<file path="src/rtl/fp_ieee_packer_pkg.sv">
// Shared FP library definitions: field widths, exception codes and the packer result record.
// The adder, packer and unpacker all import this package so field slicing stays consistent.
package fp_ieee_packer_pkg;

  localparam int unsigned SizeMantissa       = 24;
  localparam int unsigned SizeExponent       = 8;
  localparam int unsigned SizeExceptionField = 2;
  localparam int unsigned SizeCount          = 8;
  localparam int unsigned SizeFrac           = SizeMantissa - 1;
  localparam int unsigned SizeOut            = SizeMantissa + SizeExponent;
  localparam int unsigned SizeIn             = SizeOut + SizeExceptionField;

  typedef enum logic [SizeExceptionField-1:0] {
    ExcZero     = 2'd0,
    ExcNormal   = 2'd1,
    ExcInfinity = 2'd2,
    ExcNan      = 2'd3
  } exc_e;

  typedef struct packed {
    logic [SizeOut-1:0] word;
    logic               nan;
    logic               inf;
    logic               ovf;
    logic               unf;
  } pack_res_t;

endpackage

</file>
<file path="src/rtl/fp_ieee_packer_if.sv">
// Valid/ready channels into and out of the IEEE packer.
// The slave modport is the packer's view; master is the producer/consumer side.
interface fp_ieee_packer_if;
  import fp_ieee_packer_pkg::*;

  logic               in_valid;
  logic               in_ready;
  logic [SizeIn-1:0]  in_number;
  logic               out_valid;
  logic               out_ready;
  logic [SizeOut-1:0] out_number;

  modport slave (
    input  in_valid, in_number, out_ready,
    output in_ready, out_valid, out_number
  );

  modport master (
    output in_valid, in_number, out_ready,
    input  in_ready, out_valid, out_number
  );

endinterface

</file>
<file path="src/rtl/fp_pack_classify.sv">
// Combinational conversion of one internal-format number to its IEEE-754 word plus event flags.
module fp_pack_classify
  import fp_ieee_packer_pkg::*;
(
  input  logic [SizeIn-1:0] number_i,
  output pack_res_t         res_o
);

  exc_e                    exc;
  logic                    sign;
  logic [SizeExponent-1:0] expo;
  logic [SizeFrac-1:0]     frac;

  assign exc  = exc_e'(number_i[SizeIn-1 -: SizeExceptionField]);
  assign sign = number_i[SizeOut-1];
  assign expo = number_i[SizeOut-2 -: SizeExponent];
  assign frac = number_i[SizeFrac-1:0];

  always_comb begin
    res_o      = '0;
    res_o.word = {sign, {(SizeOut-1){1'b0}}};
    unique case (exc)
      ExcZero: ;
      ExcNormal: begin
        if (expo == {SizeExponent{1'b1}}) begin
          res_o.word = {sign, {SizeExponent{1'b1}}, {SizeFrac{1'b0}}};
          res_o.ovf  = 1'b1;
        end else if (expo == '0) begin
          // No subnormal output: flush to signed zero.
          res_o.unf = 1'b1;
        end else begin
          res_o.word = {sign, expo, frac};
        end
      end
      ExcInfinity: begin
        res_o.word = {sign, {SizeExponent{1'b1}}, {SizeFrac{1'b0}}};
        res_o.inf  = 1'b1;
      end
      ExcNan: begin
        res_o.word = {1'b0, {SizeExponent{1'b1}}, 1'b1, {(SizeFrac-1){1'b0}}};
        res_o.nan  = 1'b1;
      end
      default: ;
    endcase
  end

endmodule

</file>
<file path="src/rtl/fp_ieee_packer.sv">
// Two-stage elastic packer: s0 holds the raw number being classified, s1 the IEEE output word.
// Sticky flags and the NaN counter update as a result moves s0 -> s1.
module fp_ieee_packer
  import fp_ieee_packer_pkg::*;
(
  input  logic                 clk,
  input  logic                 rst,
  fp_ieee_packer_if.slave      bus,
  input  logic                 clear_flags_i,
  output logic                 flag_nan_o,
  output logic                 flag_inf_o,
  output logic                 flag_ovf_o,
  output logic                 flag_unf_o,
  output logic [SizeCount-1:0] nan_count_o
);

  logic                 s0_valid_q;
  logic [SizeIn-1:0]    s0_number_q;
  logic                 s1_valid_q;
  logic [SizeOut-1:0]   s1_number_q;
  logic                 s0_adv, s1_adv, s0_load, s1_load;
  pack_res_t            s0_res;
  logic                 flag_nan_q, flag_inf_q, flag_ovf_q, flag_unf_q;
  logic                 flag_nan_d, flag_inf_d, flag_ovf_d, flag_unf_d;
  logic [SizeCount-1:0] nan_count_q, nan_count_d;

  fp_pack_classify u_classify (
    .number_i (s0_number_q),
    .res_o    (s0_res)
  );

  assign s1_adv       = ~s1_valid_q | bus.out_ready;
  assign s0_adv       = ~s0_valid_q | s1_adv;
  assign s0_load      = bus.in_valid & s0_adv;
  assign s1_load      = s0_valid_q & s1_adv;
  assign bus.in_ready = s0_adv;

  // A coinciding event wins over clear, so clear only masks the held value.
  always_comb begin
    flag_nan_d  = (flag_nan_q & ~clear_flags_i) | (s1_load & s0_res.nan);
    flag_inf_d  = (flag_inf_q & ~clear_flags_i) | (s1_load & s0_res.inf);
    flag_ovf_d  = (flag_ovf_q & ~clear_flags_i) | (s1_load & s0_res.ovf);
    flag_unf_d  = (flag_unf_q & ~clear_flags_i) | (s1_load & s0_res.unf);
    nan_count_d = clear_flags_i ? '0 : nan_count_q;
    if (s1_load && s0_res.nan && (nan_count_d != {SizeCount{1'b1}})) begin
      nan_count_d = nan_count_d + SizeCount'(1);
    end
  end

  always_ff @(posedge clk or posedge rst) begin
    if (rst) begin
      s0_valid_q  <= 1'b0;
      s0_number_q <= '0;
      s1_valid_q  <= 1'b0;
      s1_number_q <= '0;
      flag_nan_q  <= 1'b0;
      flag_inf_q  <= 1'b0;
      flag_ovf_q  <= 1'b0;
      flag_unf_q  <= 1'b0;
      nan_count_q <= '0;
    end else begin
      if (s0_adv)  s0_valid_q  <= bus.in_valid;
      if (s0_load) s0_number_q <= bus.in_number;
      if (s1_adv)  s1_valid_q  <= s0_valid_q;
      if (s1_load) s1_number_q <= s0_res.word;
      flag_nan_q  <= flag_nan_d;
      flag_inf_q  <= flag_inf_d;
      flag_ovf_q  <= flag_ovf_d;
      flag_unf_q  <= flag_unf_d;
      nan_count_q <= nan_count_d;
    end
  end

  assign bus.out_valid  = s1_valid_q;
  assign bus.out_number = s1_number_q;
  assign flag_nan_o     = flag_nan_q;
  assign flag_inf_o     = flag_inf_q;
  assign flag_ovf_o     = flag_ovf_q;
  assign flag_unf_o     = flag_unf_q;
  assign nan_count_o    = nan_count_q;

endmodule

</file>
<file path="src/flat_wrapper.sv">
// flat-port wrapper written by rule: the top's interface ports become plain ports
module fp_ieee_packer_flat import fp_ieee_packer_pkg::*;
  (clk, rst, clear_flags_i, flag_nan_o, flag_inf_o, flag_ovf_o, flag_unf_o, nan_count_o, bus_in_valid, bus_in_number, bus_out_ready, bus_in_ready, bus_out_valid, bus_out_number);
  fp_ieee_packer_if bus_i ();
  input  logic clk;
  input  logic rst;
  input  logic clear_flags_i;
  output logic flag_nan_o;
  output logic flag_inf_o;
  output logic flag_ovf_o;
  output logic flag_unf_o;
  output logic [SizeCount-1:0] nan_count_o;
  input wire logic [$bits(bus_i.in_valid)-1:0] bus_in_valid;
  input wire logic [$bits(bus_i.in_number)-1:0] bus_in_number;
  input wire logic [$bits(bus_i.out_ready)-1:0] bus_out_ready;
  output wire logic [$bits(bus_i.in_ready)-1:0] bus_in_ready;
  output wire logic [$bits(bus_i.out_valid)-1:0] bus_out_valid;
  output wire logic [$bits(bus_i.out_number)-1:0] bus_out_number;
  assign bus_i.in_valid = bus_in_valid;
  assign bus_i.in_number = bus_in_number;
  assign bus_i.out_ready = bus_out_ready;
  assign bus_in_ready = bus_i.in_ready;
  assign bus_out_valid = bus_i.out_valid;
  assign bus_out_number = bus_i.out_number;
  fp_ieee_packer u_core (.clk(clk), .rst(rst), .bus(bus_i), .clear_flags_i(clear_flags_i), .flag_nan_o(flag_nan_o), .flag_inf_o(flag_inf_o), .flag_ovf_o(flag_ovf_o), .flag_unf_o(flag_unf_o), .nan_count_o(nan_count_o));
endmodule
</file>
<file path="config.mk">
export PLATFORM = sky130hd
export DESIGN_NAME = fp_ieee_packer_flat
export DESIGN_NICKNAME = d
export VERILOG_FILES = /design/src/rtl/fp_ieee_packer_pkg.sv /design/src/rtl/fp_ieee_packer_if.sv /design/src/rtl/fp_pack_classify.sv /design/src/rtl/fp_ieee_packer.sv /design/src/flat_wrapper.sv
export SDC_FILE = /design/constraint.sdc
export NUM_CORES = 1
export LEC_CHECK = 0
export ABC_AREA = 1
export ABC_CLOCK_PERIOD_IN_PS = 7200
export CAP_MARGIN = 0
export CORE_MARGIN = 4
export CORE_UTILIZATION = 45
export DETAILED_ROUTE_END_ITERATION = 12
export PLACE_DENSITY = 0.74
export SYNTH_ARGS = -nofsm -noshare
export SYNTH_HDL_FRONTEND = slang
export SYNTH_SLANG_ARGS = --single-unit
</file>
<file path="constraint.sdc">
create_clock -name clk -period 7.2 [get_ports clk]
set_input_delay 1.8 -clock clk [delete_from_list [all_inputs] [get_ports clk]]
set_output_delay 1.8 -clock clk [all_outputs]
set_load 0.05 [all_outputs]
</file>
Word-level counts from Yosys, hierarchy flattened
Index checks and enable logic that the tools add are counted.
{"block": "classes", "eq_ne": 5, "muxes": 11, "bitwise": 19, "reduce_logical": 3, "n_addsub": 1}
{"operator": "$pmux 32 s3", "count": 1}
{"operator": "$mux 31", "count": 2}
{"operator": "$mux 8", "count": 2}
{"operator": "$and 1x1->1", "count": 10}
{"operator": "$add 8x1->8 const B", "count": 1}
{"operator": "$eq 8x8->1 const B", "count": 1}
{"operator": "$logic_not 8->1", "count": 1}
{"operator": "$ne 8x8->1 const B", "count": 1}
{"operator": "$or 1x1->1", "count": 6}
{"operator": "$mux 1", "count": 5}
{"operator": "$eq 2x2->1 const B", "count": 2}
{"operator": "$not 1->1", "count": 3}
{"operator": "$eq 2x1->1 const B", "count": 1}
{"operator": "$logic_and 1x1->1", "count": 2}
{"operator": "$mux 2", "count": 1}
{"block": "totals", "regBits": 80, "inputBits": 39}

Depth between registers and ports, before layout
Gate-level depths: netlist of run 1.
{"block": "depth", "word_depth": 6, "ltp_mapped": 9, "mapped_depth_nobuf": 9}

Cells and area by module
Synthesis of run 1 repeated with hierarchy kept, for this count alone.
{"block": "hier_totals", "hier_cells": 395, "area_unflattened_um2": 3779.9}
{"module": "fp_ieee_packer", "seq_area_each_um2": 2001.9, "area_per_inst_um2": 3347.0, "cells_each": 303, "n_inst": 1}
{"module": "fp_pack_classify", "seq_area_each_um2": 0.0, "area_per_inst_um2": 432.9, "cells_each": 92, "n_inst": 1}

Worst setup path before layout of run 1
Ideal clock, no wire load.
{"block": "synth_path", "path_kind": "input-to-output", "from": "input bus_out_ready", "to": "output bus_in_ready", "t_required_ps": 5400, "path_buffers": 0, "slack_ps": 3310, "arrival_ps": 2090, "path_stages": 2, "path_cell_list": "inv_2 nand3_2"}
{"block": "synth_between", "elab_chain_cells": 2}
{"item": "start: declaration", "line": "flat_wrapper.sv:15", "source": "input wire logic [$bits(bus_i.out_ready)-1:0] bus_out_ready;"}
{"item": "$or 1x1->1", "line": "fp_ieee_packer.sv:32", "source": "assign s1_adv = ~s1_valid_q | bus.out_ready;"}
{"item": "$or 1x1->1", "line": "fp_ieee_packer.sv:33", "source": "assign s0_adv = ~s0_valid_q | s1_adv;"}
{"item": "end: declaration", "line": "flat_wrapper.sv:16", "source": "output wire logic [$bits(bus_i.in_ready)-1:0] bus_in_ready;"}
No other way between the ends.

Final worst setup path of run 1
Ends and elaborated chain as after synthesis.

==> results of run 1 <==
==> metrics by stage <==
stage,instance area (um^2),cells
final,4570,529
after global routing,4570,529
after CTS,4570,529
after detailed placement,4340,513
after global placement,4340,513
after floorplan,3450,343
==> metal layers <==
metal,global-route usage (%),routed length (um)
met5,0,0
met2,28.4,3660
met3,3.71,419
met1,21.9,3170
met4,6.28,71
==> power breakdown <==
part           total (W)  leakage [nW]  internal, W  switching [W]
logic           0.000435         0.896     0.000153       0.000282
clock network   0.000383         0.116     0.000229       0.000154
registers       0.000577         0.999     0.000526      0.0000506
==> flip-flops by register name, indices dropped and copies added (netlist names) <==
| signal | flops |
|---|---|
| u_core.nan_count_o | 8 |
| u_core.s0_number_q | 34 |
| u_core.flag_unf_o | 1 |
| u_core.bus.out_valid | 1 |
| u_core.s0_valid_q | 1 |
| u_core.flag_nan_o | 1 |
| u_core.flag_inf_o | 1 |
| u_core.flag_ovf_o | 1 |
| u_core.bus.out_number | 32 |
==> area by class of cell <==
type,instances,area share [%]
Clock buffer,10,2.79
Clock inverter,6,2.35
Inverter,20,1.78
Multi-Input combinational cell,228,27.8
Sequential cell,80,43.8
Tap cell,99,2.71
Timing Repair Buffer,86,18.7
==> placed cells by master, fill, tap and decap left out, drive strengths merged <==
master / count
clkinv: 4
xor2: 2
clkbuf: 10
nand3: 27
clkinvlp: 1
nor2: 22
buf: 2
bufinv: 3
a21oi: 6
inv: 18
dfrtp: 80
xnor2: 1
o21ai: 34
nand2: 102
clkdlybuf4s50: 84
ha: 1
mux2: 31
o31ai: 2
==> how the worst max path moves through the flow <==
stage | depth (start not counted) | end | slack, ns | startpoint
floorplan | 2 | bus_in_ready | 3.31 | bus_out_ready
global placement | 4 | bus_in_ready | 2.14 | bus_out_ready
detailed placement | 4 | bus_in_ready | 2.16 | bus_out_ready
CTS | 4 | bus_in_ready | 2.14 | bus_out_ready
global route | 4 | bus_in_ready | 2.12 | bus_out_ready
finish | 4 | bus_in_ready | 2.15 | bus_out_ready
==> worst register-to-register path: cells and delay by family, from the launching register on <==
kind,cells,cell delay (ns)
compound gates,1,0.23
simple gates,3,0.65
flops,1,0.43
buf+inv,1,0.55
==> logic make-up after synthesis <==
family / share of synthesized area, %
compound gates: 6.78
simple gates: 18.7
fa+ha+maj: 0.363
mux: 10.1
flops: 58.0
buf+inv: 5.22
xor+xnor: 0.762
==> metrics.md, run 1 <==
| Metric | Value |
|---|---|
| Syn-to-layout area delta | `32.5%` |
| Post-synth EDFFs | `0` |
| CTS H-tree lvls | `3` |
| Register bit count reported by yosys | `80` |
| Post-CTS sizing | `0` |
| Unique cell type count in the Yosys netlist | `27` |
| Layout Utilization | `62.0%` |
| Routed Antenna Nets | `0` |
| Multi-input logic area | `0.00127 mm^2` |
| Setup Fix Bufs, Post-CTS | `0` |
| Netlist Area Pre-Place | `0.00345 mm^2` |
| CTS max path bufs | `2` |
| Worst-path maximum fanout | `3` |
| Total negative slack | `0 ns` |
| Fmax | `just under 200 MHz` |
| Post-Place Worst Slack | `2.16 ns` |
| Largest net degree at the start of global routing | `slightly above 80` |
| Tcrit/Tclk final | `70.1%` |
| Initial antenna violation count | `0` |
| Worst path max stage delay | `0.82 ns` |
| Total power | `0.00140 W` |
| DIE WIDTH | `95.6 um` |
| Num ports | `85` |
| Total number of vias | `2601` |
| Initial Util | `46.8%` |
| Unrepaired setup endpoints after global routing | `no` |
| Root Driver | `clkbuf_8` |
| Reg-to-reg endpoint | `u_core.flag_unf_o` |
| Crit-path leading delay family | `buffers and inverters` |
| Fillers | `roughly 600` |
| Sequential area share after synthesis | `between 50% and 60%` |
| Max VDD drop | `between 0.15 and 0.2 mV` |
| Async SR Flop Fraction | `100%` |
| Worst hold path depth | `2` |
| Clock skew | `0.00711 ns` |
| Slowest CP cell | `clkdlybuf4s50_1` |
| Worst R2R Setup Slack | `about 5.2 ns` |
| Slew Viols, Final | `0` |
| Syn Inst Count | `343` |
| Hold Path Class | `reg2reg` |
| HPWL Detailed | `4.94 mm` |
| Net count, final | `465` |
| Input/output buffers | `between 80 and 90` |
| Pwr dens | `about 300 mW/mm^2` |
| Top cells by area, synth | `dfrtp_1, nand2_1, mux2_2, nand3_1, o21ai_0` |
| Final setup vio count | `0` |
| WP data arrival | `3.25 ns` |
| Placement Rows | `31` |
| Ys Warns | `0` |
| FF-to-FF path depth | `5` |
| Post-synth top flop | `dfrtp_1` |
| WHS | `0.488 ns` |
| CP most frequent cell | `clkdlybuf4s50_1` |
| Hold Path End | `u_core.bus.out_number[14]` |
| Number of global-route vias before repair | `2626` |
| Avg Cell Area, Syn | `roughly 10 um^2` |
| ANT cells | `0` |
| CP Class | `in2out` |
| Post-Syn Nets | `383` |
| Vias per cell | `4.92` |
| Routed length per instance | `13.8 um` |
| Critical path buffers and inverters | `3` |
| Final hold vios | `0` |
| Clock Pin Slew Worst Setup and Hold Paths | `0.08 ns` |
| CTS sink count | `80` |
| Synth top cells by count | `nand2_1, dfrtp_1, mux2_2` |
| Max cap viols | `0` |
| Share of cells above drive strength 1 | `15.8%` |
| Most numerous cell in the Yosys netlist | `nand2_1` |
| TritonCTS clock tree | `built` |
| DR iter-0 viols | `139` |
| Post-route minimum period | `approximately 5.0 ns` |
| Startpoint Class | `primary input` |
| Final wirelength | `7.31 mm` |
| Core ar. | `0.00737 mm^2` |
| Outcome | `completed` |
| Leak | `around 2.0 nW` |
| Gpl congestion | `slightly below 0.8` |
| Seq. cell area | `between 0.002 and 0.0025 mm^2` |
| Remaining Overflow, GRT | `0` |
| First-pass iteration count of the detailed router | `4` |
| Die Ht | `95.6 um` |
| Worst-path cell chain | `clkdlybuf4s50_1 > inv_2 > nand3_2 > clkdlybuf4s50_1` |
| Element type at the critical path end | `primary output` |
| Hold_buf cts | `0` |
| Crit Reg-Reg Startpoint | `u_core.bus.out_valid` |
| Yosys top cell by area | `dfrtp_1` |
| Worst-margin pin slew | `1.09 ns` |
| Drt drc | `0` |
| Setup ws final | `roughly 2.2 ns` |
| Worst slew margin | `between 20% and 30%` |
| Die ar. | `slightly above 0.009 mm^2` |
| First-pass GRT wire length | `roughly 12 mm` |
| Critical path required time | `5.40 ns` |
| Total CTS buffers | `9` |
| GRT Total Usage | `17.1%` |
| Clock Latency Late Sink | `approximately 0.33 ns` |
| Area fraction of the dominant cell type after synthesis | `58.0%` |
| Worst hold start | `u_core.bus.out_number[14]` |
(Power assumes the default switching activity.)
==> run 2, diff against run 1 <==
- ABC_CLOCK_PERIOD_IN_PS: 7200 -> 5200
- clock period: 7.2 -> 5.2 ns (I/O delays scaled with it)
==> run 2 against run 1 <==
Utilization decreased by 0.19 points. Non-clock buffer count is the same. Combinational power is 39% higher. Critical path type unchanged.
==> metrics.md, run 2 (synthesis results as in run 1) <==
| Metric | Value |
|---|---|
| Outcome | `completed (unchanged)` |
| Post-CTS sizing | `0 (unchanged)` |
| CP most frequent cell | `clkdlybuf4s50_1 (unchanged)` |
| CTS max path bufs | `2 (unchanged)` |
| Fmax | `248 MHz` |
| Vias per cell | `4.95 (was 4.92)` |
| Max cap viols | `0 (unchanged)` |
| CTS sink count | `80 (unchanged)` |
| Commonest non-fill, non-tap cell in the layout | `nand2_1 (unchanged)` |
| Largest net degree at the start of global routing | `49 (was 81)` |
| Remaining Overflow, GRT | `0 (unchanged)` |
| Share of cells above drive strength 1 | `15.8% (unchanged)` |
| Largest register FFs | `34 (unchanged)` |
| Total power | `0.00191 W (was 0.00140 W)` |
| WP data arrival | `2.74 ns (was 3.25 ns)` |
| Biggest register | `u_core.s0_number_q (unchanged)` |
| Critical path required time | `3.90 ns (was 5.40 ns)` |
| Initial antenna violation count | `0 (unchanged)` |
| Crit-path leading delay family | `buffers and inverters (unchanged)` |
| Die ar. | `0.00913 mm^2 (unchanged)` |
| Core ar. | `0.00737 mm^2 (unchanged)` |
| Number of global-route vias before repair | `2627 (was 2626)` |
| Pwr dens | `418 mW/mm^2 (was 305 mW/mm^2)` |
| Commonest non-fill, non-tap cells in the layout | `nand2_1, clkdlybuf4s50_1, dfrtp_1 (unchanged)` |
| Element type at the critical path end | `primary output (unchanged)` |
| Gpl congestion | `0.790 (was 0.784)` |
| CP Class | `in2out (unchanged)` |
| Tcrit/Tclk final | `77.6%` |
| Critical path buffers and inverters | `3 (unchanged)` |
| Startpoint Class | `primary input (unchanged)` |
| Max VDD drop | `0.300 mV (was 0.189 mV)` |
| TritonCTS clock tree | `built (unchanged)` |
| Initial Util | `46.8% (unchanged)` |
| Worst path max stage delay | `0.82 ns (about the same)` |
| Leak | `2.00 nW (was 2.01 nW)` |
| Clock skew | `0.00867 ns (was 0.00711 ns)` |
| Unrepaired setup endpoints after global routing | `no (unchanged)` |
| Post-Place Worst Slack | `1.16 ns (was 2.16 ns)` |
| Drt drc | `0 (unchanged)` |
| Clock Latency Late Sink | `0.34 ns (was 0.33 ns)` |
| First-pass GRT wire length | `12.1 mm (about the same)` |
| Die Ht | `95.6 um (unchanged)` |
| Worst-path cell chain | `clkdlybuf4s50_1 > inv_2 > nand3_2 > clkdlybuf4s50_1 (unchanged)` |
| WHS | `0.489 ns (was 0.488 ns)` |
| Input/output buffers | `84 (unchanged)` |
| Hold_buf cts | `0 (unchanged)` |
| Final setup vio count | `0 (unchanged)` |
| Clock Pin Slew Worst Setup and Hold Paths | `0.07 ns (was 0.08 ns)` |
| Total negative slack | `0 ns (unchanged)` |
| Total CTS buffers | `9 (unchanged)` |
| Num ports | `85 (unchanged)` |
| DIE WIDTH | `95.6 um (unchanged)` |
| Net count, final | `465 (unchanged)` |
| Post-route minimum period | `4.04 ns` |
| DR iter-0 viols | `90 (was 139)` |
| Setup Fix Bufs, Post-CTS | `0 (unchanged)` |
| Worst-path maximum fanout | `3 (unchanged)` |
| Setup ws final | `1.16 ns (was 2.15 ns)` |
| Slowest CP cell | `clkdlybuf4s50_1 (unchanged)` |
| Hold Path Class | `reg2reg (unchanged)` |
| Root Driver | `clkbuf_8 (unchanged)` |
| Routed Antenna Nets | `0 (unchanged)` |
| First-pass iteration count of the detailed router | `4 (unchanged)` |
| Routed length per instance | `14.1 um (was 13.8 um)` |
| Placement Rows | `31 (unchanged)` |
| Worst-margin pin slew | `1.11 ns (was 1.09 ns)` |
| Final wirelength | `7.47 mm (was 7.31 mm)` |
| ANT cells | `0 (unchanged)` |
| HPWL Detailed | `5.06 mm (was 4.94 mm)` |
| Syn-to-layout area delta | `32.1% (was 32.5%)` |
| Final hold vios | `0 (unchanged)` |
| GRT Total Usage | `17.5% (was 17.1%)` |
| Slew Viols, Final | `0 (unchanged)` |
| CTS H-tree lvls | `3 (unchanged)` |
| Total number of vias | `2619 (was 2601)` |
| Worst slew margin | `26.2% (was 27.5%)` |
run 2: cell count changes in the layout (fill, tap and decap cells not counted), sizes merged:
| cell | change |
|---|---|
| bufinv | -1 |
| clkbuf | +1 |
| clkinv | -1 |
| clkinvlp | +1 |
run 2: cell type report:
class,instances,area (um^2)
multi-input combinational,228,1270
clock buffer,11,141
inverter,20,81.3
fill,626,2810
tap,99,124
clock inverter,5,80.1
sequential,80,2000
timing repair buffer,86,856
run 2: worst reg2reg max path, stage by stage (launching register included):
cell      delay [ns]
dfrtp_1         0.52
clkinv_4        0.12
nand2_1         0.06
a21oi_2         0.80
nand3_1         0.17
o21ai_0         0.21
run 2: metrics by stage:
step / util (%) / std cells / cell area, um^2
3_3_place_gp: 58.8 / 513 / 4340
4_1_cts: 61.8 / 529 / 4560
5_1_grt: 61.8 / 529 / 4560
6_report: 61.8 / 529 / 4560
3_5_place_dp: 58.8 / 513 / 4340
2_1_floorplan: - / 343 / 3450
run 2: final timing paths:
check | from | to | slack (ns) | cells after the start
setup / recovery | bus_out_ready | bus_in_ready | 1.16 | 4
hold / removal | u_core.bus.out_number[2] | u_core.bus.out_number[2] | 0.49 | 2
setup reg to reg | u_core.s0_number_q[33] | u_core.bus.out_number[20] | 3.24 | 5
hold reg to reg | u_core.bus.out_number[2] | u_core.bus.out_number[2] | 0.49 | 2
max in group asynchronous | rst | u_core.bus.out_number[22] | 2.86 | 3
min in group asynchronous | rst | u_core.nan_count_o[2] | 1.43 | 2
run 2: routing by layer:
| layer | vias up | GRT usage, % | routed length (um) |
|---|---|---|---|
| li1 | 1275 | - | - |
| met1 | 1255 | 22.6 | 3290 |
| met2 | 77 | 28.2 | 3560 |
| met3 | 12 | 3.71 | 465 |
| met4 | 0 | 7.70 | 149 |
| met5 | - | 0 | 0 |
run 2: report_power, final:
part	switching, W	internal (W)	total (W)
logic	0.000392	0.000212	0.000604
registers	0.0000705	0.000729	0.000799
clock network	0.000219	0.000283	0.000502
==> run 3, diff against run 2 <==
- ABC_CLOCK_PERIOD_IN_PS: 5200 -> 4000
- clock period: 5.2 -> 4 ns (I/O delays scaled with it)
==> run 3 against run 2 <==
First-iteration DRC count down 4.4%. Combinational power up 30%. Clock skew up 0.0050 ns. Non-clock buffer count up 1. Routed wire length down 1.1%. Largest cell class unchanged. Via count down 1.8%. Sequential power up 30%. Utilization up 0.20 points. Sequential share of layout area down 0.14 points. Power up 30%.
==> metrics.md, run 3 (synthesis results as in run 1) <==
| Metric | Value |
|---|---|
| CTS max path bufs | `2 (unchanged)` |
| Share of cells above drive strength 1 | `16.2% (was 15.8%)` |
| Biggest register | `u_core.s0_number_q (unchanged)` |
| Total number of vias | `2572 (was 2619)` |
| Die ar. | `0.00913 mm^2 (unchanged)` |
| FF-to-FF path depth | `5 (unchanged)` |
| Largest register FFs | `34 (unchanged)` |
| CP Launch Point | `bus_out_ready (unchanged)` |
| CTS H-tree lvls | `3 (unchanged)` |
| Worst-path maximum fanout | `3 (unchanged)` |
| TritonCTS clock tree | `built (unchanged)` |
| Post-CTS sizing | `0 (unchanged)` |
| Core ar. | `0.00737 mm^2 (unchanged)` |
| DIE WIDTH | `95.6 um (unchanged)` |
| Area of placed instances | `0.00434 mm^2 (about the same)` |
| Worst R2R Setup Slack | `2.08 ns (was 3.24 ns)` |
| Worst-path cell chain | `clkdlybuf4s50_1 > inv_2 > nand3_2 > clkdlybuf4s50_1 (unchanged)` |
| WHS | `0.486 ns (was 0.489 ns)` |
| Total CTS buffers | `9 (unchanged)` |
| Final Cell Area | `0.00457 mm^2 (was 0.00456 mm^2)` |
| Die Ht | `95.6 um (unchanged)` |
| Final setup vio count | `0 (unchanged)` |
| GRT Total Usage | `17.3% (was 17.5%)` |
| Max cap viols | `0 (unchanged)` |
| Syn-to-layout area delta | `32.5% (was 32.1%)` |
| Num ports | `85 (unchanged)` |
| Routed Antenna Nets | `0 (unchanged)` |
| CTS sink count | `80 (unchanged)` |
| Drt drc | `0 (unchanged)` |
| Tcrit/Tclk final | `86.1%` |
| Hold_buf cts | `0 (unchanged)` |
| Placement Rows | `31 (unchanged)` |
| Initial Util | `46.8% (unchanged)` |
| Clock skew | `0.0137 ns (was 0.00867 ns)` |
| Largest net degree at the start of global routing | `43 (was 49)` |
| Slowest CP cell | `clkdlybuf4s50_1 (unchanged)` |
| Post-route minimum period | `approximately 3.4 ns` |
| Vias per cell | `4.85 (was 4.95)` |
| Total negative slack | `0 ns (unchanged)` |
| DR iter-0 viols | `86 (was 90)` |
| Max VDD drop | `0.327 mV (was 0.300 mV)` |
| Reg-to-reg endpoint | `u_core.bus.out_number[10] (was u_core.bus.out_number[20])` |
| WP data arrival | `2.44 ns (was 2.74 ns)` |
| CP most frequent cell | `clkdlybuf4s50_1 (unchanged)` |
| Setup Fix Bufs, Post-CTS | `0 (unchanged)` |
| Outcome | `completed (unchanged)` |
| Worst-margin pin slew | `1.10 ns (was 1.11 ns)` |
| Slew Viols, Final | `0 (unchanged)` |
| Net count, final | `466 (was 465)` |
| Input/output buffers | `84 (unchanged)` |
| Startpoint Class | `primary input (unchanged)` |
| Leak | `2.00 nW (about the same)` |
| First-pass iteration count of the detailed router | `4 (unchanged)` |
| Final hold vios | `0 (unchanged)` |
| Worst slew margin | `26.9% (was 26.2%)` |
| Commonest non-fill, non-tap cell in the layout | `nand2_1 (unchanged)` |
| ANT cells | `0 (unchanged)` |
| HPWL Detailed | `5.07 mm (was 5.06 mm)` |
| Number of global-route vias before repair | `2621 (was 2627)` |
| Element type at the critical path end | `primary output (unchanged)` |
| Clock Latency Late Sink | `0.35 ns (was 0.34 ns)` |
| Initial antenna violation count | `0 (unchanged)` |
| First-pass GRT wire length | `12.1 mm (about the same)` |
| Remaining Overflow, GRT | `0 (unchanged)` |
| CP Class | `in2out (unchanged)` |
| Fmax | `290 MHz` |
| Unrepaired setup endpoints after global routing | `no (unchanged)` |
| End point of the critical path | `bus_in_ready (unchanged)` |
| Worst path max stage delay | `0.82 ns (about the same)` |
| Critical path required time | `3.00 ns (was 3.90 ns)` |
| Crit Reg-Reg Startpoint | `u_core.s0_number_q[33] (unchanged)` |
| Commonest non-fill, non-tap cells in the layout | `nand2_1, clkdlybuf4s50_1, dfrtp_1 (unchanged)` |
| Final wirelength | `7.38 mm (was 7.47 mm)` |
| Root Driver | `clkbuf_8 (unchanged)` |
| Clock Pin Slew Worst Setup and Hold Paths | `0.08 ns (was 0.07 ns)` |
| Pwr dens | `543 mW/mm^2 (was 418 mW/mm^2)` |
| Routed length per instance | `13.9 um (was 14.1 um)` |
| Gpl congestion | `0.790 (about the same)` |
| Layout Utilization | `62.0% (was 61.8%)` |
| Hold Path Class | `reg2reg (unchanged)` |
[run 3: stage by stage]
step | power (W) | std cells | setup slack [ns]
2_1_floorplan | 0.00157 | 343 | 0.948
3_3_place_gp | 0.00183 | 514 | 0.531
3_5_place_dp | 0.00184 | 514 | 0.555
4_1_cts | 0.00251 | 530 | 0.547
5_1_grt | 0.00261 | 530 | 0.485
6_report | 0.00248 | 530 | 0.556
[run 3: worst min-delay path by stage]
stage               cells after the start                        end                      start
detailed placement                      2  u_core.bus.out_number[29]  u_core.bus.out_number[29]
CTS                                     2  u_core.bus.out_number[26]  u_core.bus.out_number[26]
floorplan                               1     u_core.s0_number_q[31]     u_core.s0_number_q[31]
global placement                        2  u_core.bus.out_number[29]  u_core.bus.out_number[29]
global route                            2  u_core.bus.out_number[30]  u_core.bus.out_number[30]
finish                                  2  u_core.bus.out_number[29]  u_core.bus.out_number[29]
[run 3: power breakdown]
part / switching (W) / internal [W] / total [W]
clock: 0.000290 / 0.000370 / 0.000660
sequential: 0.0000906 / 0.000947 / 0.00104
combinational: 0.000508 / 0.000277 / 0.000785
total: 0.000889 / 0.00159 / 0.00248
[run 3: cell type report]
class                      count  area [um^2]
inverter                      20         81.3
timing repair buffer          87          863
tap                           99          124
fill                         615         2800
multi-input combinational    228         1270
clock buffer                  10          138
sequential                    80         2000
clock inverter                 6         91.3
[run 3: layer usage]
metal	up-vias	track usage (%)	wire (um)
met5	-	0	0
met4	0	4.98	46
met3	4	4.66	404
met2	61	29.2	3700
met1	1234	21.6	3230
li1	1273	-	-
[run 3: critical path, delay by kind of cell]
kind | cells | cell delay (ns)
AND/OR/NAND/NOR | 1 | 0.09
buffers and inverters | 3 | 1.35
